## config.mk

```make
export PLATFORM = sky130hd
export DESIGN_NAME = sid_spi_bridge
export DESIGN_NICKNAME = d
export VERILOG_FILES = /design/src/rtl/sid_bridge_pkg.sv /design/src/rtl/sid_bridge_fifo.sv /design/src/rtl/sid_spi_bridge.sv
export SDC_FILE = /design/constraint.sdc
export NUM_CORES = 1
export LEC_CHECK = 0
export BUFFER_PORTS_ARGS = -buffer_cell sky130_fd_sc_hd__buf_2
export CORE_ASPECT_RATIO = 0.5
export CORE_UTILIZATION = 40
export DETAILED_ROUTE_END_ITERATION = 16
export MAX_ROUTING_LAYER = met4
export PLACE_DENSITY = 0.63
export SLEW_MARGIN = 20
export SYNTH_ARGS = -nofsm -noshare
export SYNTH_HDL_FRONTEND = slang
export SYNTH_SLANG_ARGS = --single-unit
export TNS_END_PERCENT = 100
```

## constraint.sdc

```tcl
create_clock -name clk -period 2.7 [get_ports clk]
set_clock_uncertainty 0.1 [all_clocks]
set_input_delay 0.54 -clock clk [delete_from_list [all_inputs] [get_ports clk]]
set_output_delay 0.54 -clock clk [all_outputs]
set_load 0.03 [all_outputs]
```

## src/rtl/sid_bridge_pkg.sv

```systemverilog
// Shared constants and types for the SPI-to-SID register bridge.
// Byte classes: 1AAAAADD header, 00DDDDDD data, 01C000SS select/clear.
package sid_bridge_pkg;

  localparam int         HDR_BIT = 7;
  localparam logic [1:0] SEL_TAG = 2'b01;
  localparam logic [1:0] DAT_TAG = 2'b00;
  localparam int         CLR_BIT = 5;

  // Register write payload.
  // A queued entry is {chip, sid_wr_t}; the chip field width depends on NUM_SIDS.
  typedef struct packed {
    logic [4:0] addr;
    logic [7:0] data;
  } sid_wr_t;

  // Width of the chip-select field; a single SID still uses one bit.
  function automatic int chip_w(input int n);
    return (n <= 2) ? 1 : $clog2(n);
  endfunction

endpackage

```

## src/rtl/sid_bridge_fifo.sv

```systemverilog
// Synchronous write-queue FIFO with occupancy output.
// Pushes when full and pops when empty are ignored.
module sid_bridge_fifo #(
  parameter int W     = 15,
  parameter int DEPTH = 8
) (
  input  logic                     clk,
  input  logic                     rst_n,
  input  logic                     push,
  input  logic [W-1:0]             din,
  input  logic                     pop,
  output logic [W-1:0]             dout,
  output logic                     full,
  output logic                     empty,
  output logic [$clog2(DEPTH):0]   level
);

  localparam int AW = $clog2(DEPTH);

  logic [W-1:0]  mem [DEPTH];
  logic [AW-1:0] wr_ptr, rd_ptr;
  logic [AW:0]   cnt;
  logic          push_ok, pop_ok;

  assign full    = (cnt == (AW+1)'(DEPTH));
  assign empty   = (cnt == '0);
  assign push_ok = push && !full;
  assign pop_ok  = pop && !empty;
  assign dout    = mem[rd_ptr];
  assign level   = cnt;

  always_ff @(posedge clk or negedge rst_n) begin
    if (!rst_n) begin
      wr_ptr <= '0;
      rd_ptr <= '0;
      cnt    <= '0;
    end else begin
      if (push_ok) wr_ptr <= wr_ptr + 1'b1;
      if (pop_ok)  rd_ptr <= rd_ptr + 1'b1;
      case ({push_ok, pop_ok})
        2'b10:   cnt <= cnt + 1'b1;
        2'b01:   cnt <= cnt - 1'b1;
        default: cnt <= cnt;
      endcase
    end
  end

  always_ff @(posedge clk) begin
    if (push_ok) mem[wr_ptr] <= din;
  end

endmodule

```

## src/rtl/sid_spi_bridge.sv

```systemverilog
// SPI command decoder, write queue and SID bus issue logic plus the SID clock enable.
// Optional: define SID_BRIDGE_SYNC_EN to pace bus writes on clk_en.
module sid_spi_bridge
  import sid_bridge_pkg::*;
#(
  parameter int NUM_SIDS   = 2,
  parameter int FIFO_DEPTH = 8,
  parameter int CLK_DIV    = 12
) (
  input  logic                          clk,
  input  logic                          rst_n,
  input  logic [7:0]                    spi_data,
  input  logic                          spi_recv,
  output logic                          clk_en,
  output logic [NUM_SIDS-1:0]           bus_we,
  output logic [4:0]                    bus_addr,
  output logic [7:0]                    bus_data,
  output logic [$clog2(FIFO_DEPTH):0]   fifo_level,
  output logic                          overflow,
  output logic                          frame_err
);

  localparam int CW   = chip_w(NUM_SIDS);
  localparam int CNTW = $clog2(CLK_DIV);

  typedef struct packed {
    logic [CW-1:0] chip;
    sid_wr_t       wr;
  } entry_t;

  typedef enum logic {IDLE, STROBE} state_t;

  // SID clock enable
  logic [CNTW-1:0] div_cnt;

  always_ff @(posedge clk or negedge rst_n) begin
    if (!rst_n)              div_cnt <= CNTW'(CLK_DIV-1);
    else if (div_cnt == '0)  div_cnt <= CNTW'(CLK_DIV-1);
    else                     div_cnt <= div_cnt - 1'b1;
  end

  assign clk_en = (div_cnt == '0);

  // Byte decoder
  logic          hdr_valid;
  logic [4:0]    addr_q;
  logic [1:0]    msb_q;
  logic [CW-1:0] chip_sel;
  logic          is_hdr, is_dat, sel_ok, push;
  logic          fifo_full, fifo_empty;
  entry_t        din, head;

  assign is_hdr = spi_data[HDR_BIT];
  assign is_dat = (spi_data[7:6] == DAT_TAG);
  assign sel_ok = (spi_data[4:2] == 3'b000) && (int'(spi_data[1:0]) < NUM_SIDS);
  assign push   = spi_recv && is_dat && hdr_valid;

  always_comb begin
    din         = '0;
    din.chip    = chip_sel;
    din.wr.addr = addr_q;
    din.wr.data = {msb_q, spi_data[5:0]};
  end

  always_ff @(posedge clk or negedge rst_n) begin
    if (!rst_n) begin
      hdr_valid <= 1'b0;
      addr_q    <= '0;
      msb_q     <= '0;
      chip_sel  <= '0;
      overflow  <= 1'b0;
      frame_err <= 1'b0;
    end else if (spi_recv) begin
      if (is_hdr) begin
        addr_q    <= spi_data[6:2];
        msb_q     <= spi_data[1:0];
        hdr_valid <= 1'b1;
      end else if (is_dat) begin
        if (!hdr_valid)     frame_err <= 1'b1;
        else if (fifo_full) overflow  <= 1'b1;
      end else begin
        if (sel_ok) chip_sel <= spi_data[CW-1:0];
        // Clear wins over an error raised by the same select byte.
        if (spi_data[CLR_BIT]) begin
          overflow  <= 1'b0;
          frame_err <= 1'b0;
        end else if (!sel_ok) begin
          frame_err <= 1'b1;
        end
      end
    end
  end

  // Issue FSM
  state_t        state, state_nx;
  logic          pop;
  logic [CW-1:0] chip_q;

  sid_bridge_fifo #(.W($bits(entry_t)), .DEPTH(FIFO_DEPTH)) u_fifo (
    .clk   (clk),
    .rst_n (rst_n),
    .push  (push),
    .din   (din),
    .pop   (pop),
    .dout  (head),
    .full  (fifo_full),
    .empty (fifo_empty),
    .level (fifo_level)
  );

  always_ff @(posedge clk or negedge rst_n) begin
    if (!rst_n) state <= IDLE;
    else        state <= state_nx;
  end

  always_comb begin
    state_nx = state;
    pop      = 1'b0;
    case (state)
      IDLE: begin
`ifdef SID_BRIDGE_SYNC_EN
        pop = clk_en && !fifo_empty;
`else
        pop = !fifo_empty;
`endif
        if (pop) state_nx = STROBE;
      end
      STROBE:  state_nx = IDLE;
      default: state_nx = IDLE;
    endcase
  end

  // Bus address/data hold the last popped entry until the next pop.
  always_ff @(posedge clk or negedge rst_n) begin
    if (!rst_n) begin
      chip_q   <= '0;
      bus_addr <= '0;
      bus_data <= '0;
    end else if (pop) begin
      chip_q   <= head.chip;
      bus_addr <= head.wr.addr;
      bus_data <= head.wr.data;
    end
  end

  always_comb begin
    bus_we = '0;
    for (int i = 0; i < NUM_SIDS; i++)
      bus_we[i] = (state == STROBE) && (chip_q == CW'(i));
  end

endmodule

```

==> out/qor.csv <==
metric;value;unit
status;finished, final reports clean;
most common library cells after synthesis;edfxtp_1, mux2i_1, dfrtp_1, a22oi_1, nand2_1;
Final Wtd Congestion;0.716;
crit path setup slack, layout;0.319;ns
Mapped Area;6070;sq um
largest family of logic cells by synthesized area;multiplexers;
TritonCTS clock tree;built;
Crit Reg-Reg Startpoint;u_fifo.level[3];
Inst Count DP;622;
reg-to-reg slack, setup;0.32;ns
MaxCap Viol Count;0;
Async S/R FF share, synth;0.263;
Clk pin slew, worst setup/hold paths;0.06;ns
Ports;33;
M1 GR Usage;0.249;
slowest stage cell on the critical path;dfrtp_1;
drt via density;5.17;
Post-DRT Antenna Nets;0;
first-pass GRT wire length;19500;um
Post-Syn Instances;385;
Total Power;7.86;mW
CP top delay family;simple AND/OR/NAND/NOR gates;
flops & latches, synth;152;
HP Class;input port to register;
Post-CTS Setup Inserts;0;
fillers;1222;
router iterations before antenna repair;5;
largest net degree at the start of global routing;59;
post-synth cell types;38;
met3 usage;0.0514;
critical path class;register to register;
CP Depth;10;
CP startpoint kind;register;
RSZ-0062 raised after global routing;no;
setup violators final;0;
Worst Setup End Kind;register;
fraction of layout cells with a size suffix above 1;0.228;
Fmax;420;MHz
worst path arrival time;2.56;ns
R2R depth;10;
area fraction in compound gates after synthesis;0.0583;
clock latency at the later pin of the worst-skew pair;0.41;ns
top post-synthesis cells by area;edfxtp_1, dfrtp_1, mux2i_1, a22oi_1, nand2_1;
Final Hold Slack;0.286;ns
Worst Hold Depth;2;
row count;31;
Slew Viols, Final;0;
gr busiest metal;met2;
initial antenna violation count;0;
leading area contributor after synthesis;edfxtp_1;
Root Buffer;clkbuf_16;
Setup TNS;0;ns
Antenna diodes;0;
post-route insts no fill;655;
slowest cell delay on critical path;0.45;ns
P&R area growth vs syn;18.2;%
DRC errors left;0;
Peak supply drop;669;uV
WL/cell;19.0;um
nets@finish;462;
Final Util;0.491;
grt ovf;0;
M2 GR Usage;0.257;
number of global-route vias before repair;3355;
Post-Synth XOR/XNOR Area;0.0115;
Final Hold Fails;0;
Buffers on Ports;32;
Post-synth top flop;edfxtp_1;
warnings from Yosys;0;
most used cell, CP;xor2_1;
CP Launch Point;u_fifo.level[3];
Longest Clk Path Bufs;2;
mux cell area share after synthesis;0.112;
dpl ws;0.198;ns
total CTS buffers;17;
Seq/Total Area, Yosys;0.720;
Initial Util;0.415;
detailed placement HPWL;7070;um
worst path required time;2.88;ns
dpl cell area;6570;sq um
core area;14600;sq um
wirelength, routed;12400;um
number of DRC markers in iteration 0;216;
Syn Nets;403;
post-synthesis simple-gate area fraction;0.0658;
worst slew pin tran;0.499;ns
Avg Cell Area, Syn;15.8;sq um
static leakage;2.78;nW
EDFF count, synth;112;
clock sinks;152;
Max-slew headroom;0.666;
Overall Global Routing Usage;0.180;
Crit Path Max Fanout;5;
Adder-Cell Fraction of Synth Area;0.0144;
# H-tree levels;4;
DIE WIDTH;176;um
worst path cell trace;nor4b_2, nor3_2, inv_1, ha_1, xor2_1, ha_1, a21oi_1, xor2_1, nor2_1, xor2_1;
Synth top area share;0.554;
fin area;7170;sq um
Hold Startpoint;spi_data[6];
Worst Path Buf+Inv;1;
power per cell area;1100;nW/um^2
die height;89.1;um
period utilization;0.882;
Final min period;2.38;ns
die area;15700;sq um
most frequent cell after synthesis;edfxtp_1;
Via Count;3385;
[final timing paths]
check / end
max: u_fifo.level[2]
min: frame_err
max reg2reg: u_fifo.level[2]
min reg2reg: div_cnt[0]
max in group asynchronous: u_fifo.level[0]
min in group asynchronous: div_cnt[2]
[sequential cells by signal, summed over array words and instances (netlist names)]
register and count:
addr_q 5, bus_addr 5, bus_data 8, chip_q 1, chip_sel 1, div_cnt 4, frame_err 1, hdr_valid 1
msb_q 2, overflow 1, state 1, u_fifo.level 4, u_fifo.mem 112, u_fifo.rd_ptr 3, u_fifo.wr_ptr 3
[layer usage]
metal | vias up | wire length, um
met5 | - | 0
met3 | 8 | 808
met1 | 1699 | 5910
met4 | 0 | 99
li1 | 1591 | -
met2 | 87 | 5600
[layout make-up]
type / count / area, sq um / share of cell area
multi-input combinational: 213 / 1600 / 0.224
timing repair buffer: 55 / 348 / 0.0485
clock buffer: 18 / 429 / 0.0598
tap: 198 / 248 / 0.0345
inverter: 5 / 18.8 / 0.00262
clock inverter: 14 / 158 / 0.0220
sequential: 152 / 4370 / 0.609
[power by group]
group / internal (mW) / switching, mW / leakage, nW
registers: 2.84 / 0.222 / 1.48
clock network: 1.44 / 0.909 / 0.291
logic: 0.951 / 1.50 / 1.01
total: 5.24 / 2.63 / 2.78
[placed cells by master (no fill, tap or decap), drive strengths merged, types with 2 or more instances in the layout]
cell type,count
inv,6
o21ai,18
xnor2,4
clkbuf,18
nand2,28
nor2b,4
bufinv,3
a22oi,28
ha,7
xor2,4
mux2i,56
buf,54
mux2,10
nor3,3
and2,2
dfstp,3
nand2b,8
edfxtp,112
a21oi,5
nor4,2
nand3,16
nor2,10
clkinv,9
dfrtp,37
[cell families (layout without fill, tap and decap cells)]
kind of cell | Yosys count | in the layout
buffers and inverters | 20 | 92
AOI/OAI and AO/OA | 55 | 55
DFF | 152 | 152
and+or+nand+nor | 77 | 77
adders and majority gates | 7 | 7
muxes | 66 | 66
xor gates and xnor gates | 8 | 8
[timing repair]
item | in CTS | in global routing
setup endpoints to repair | 0 | 1
resized for setup | 0 | 1
hold endpoints to repair | 7 | 0
hold buffers | 1 | 0
Note: power is estimated with default switching activity, not from simulation.
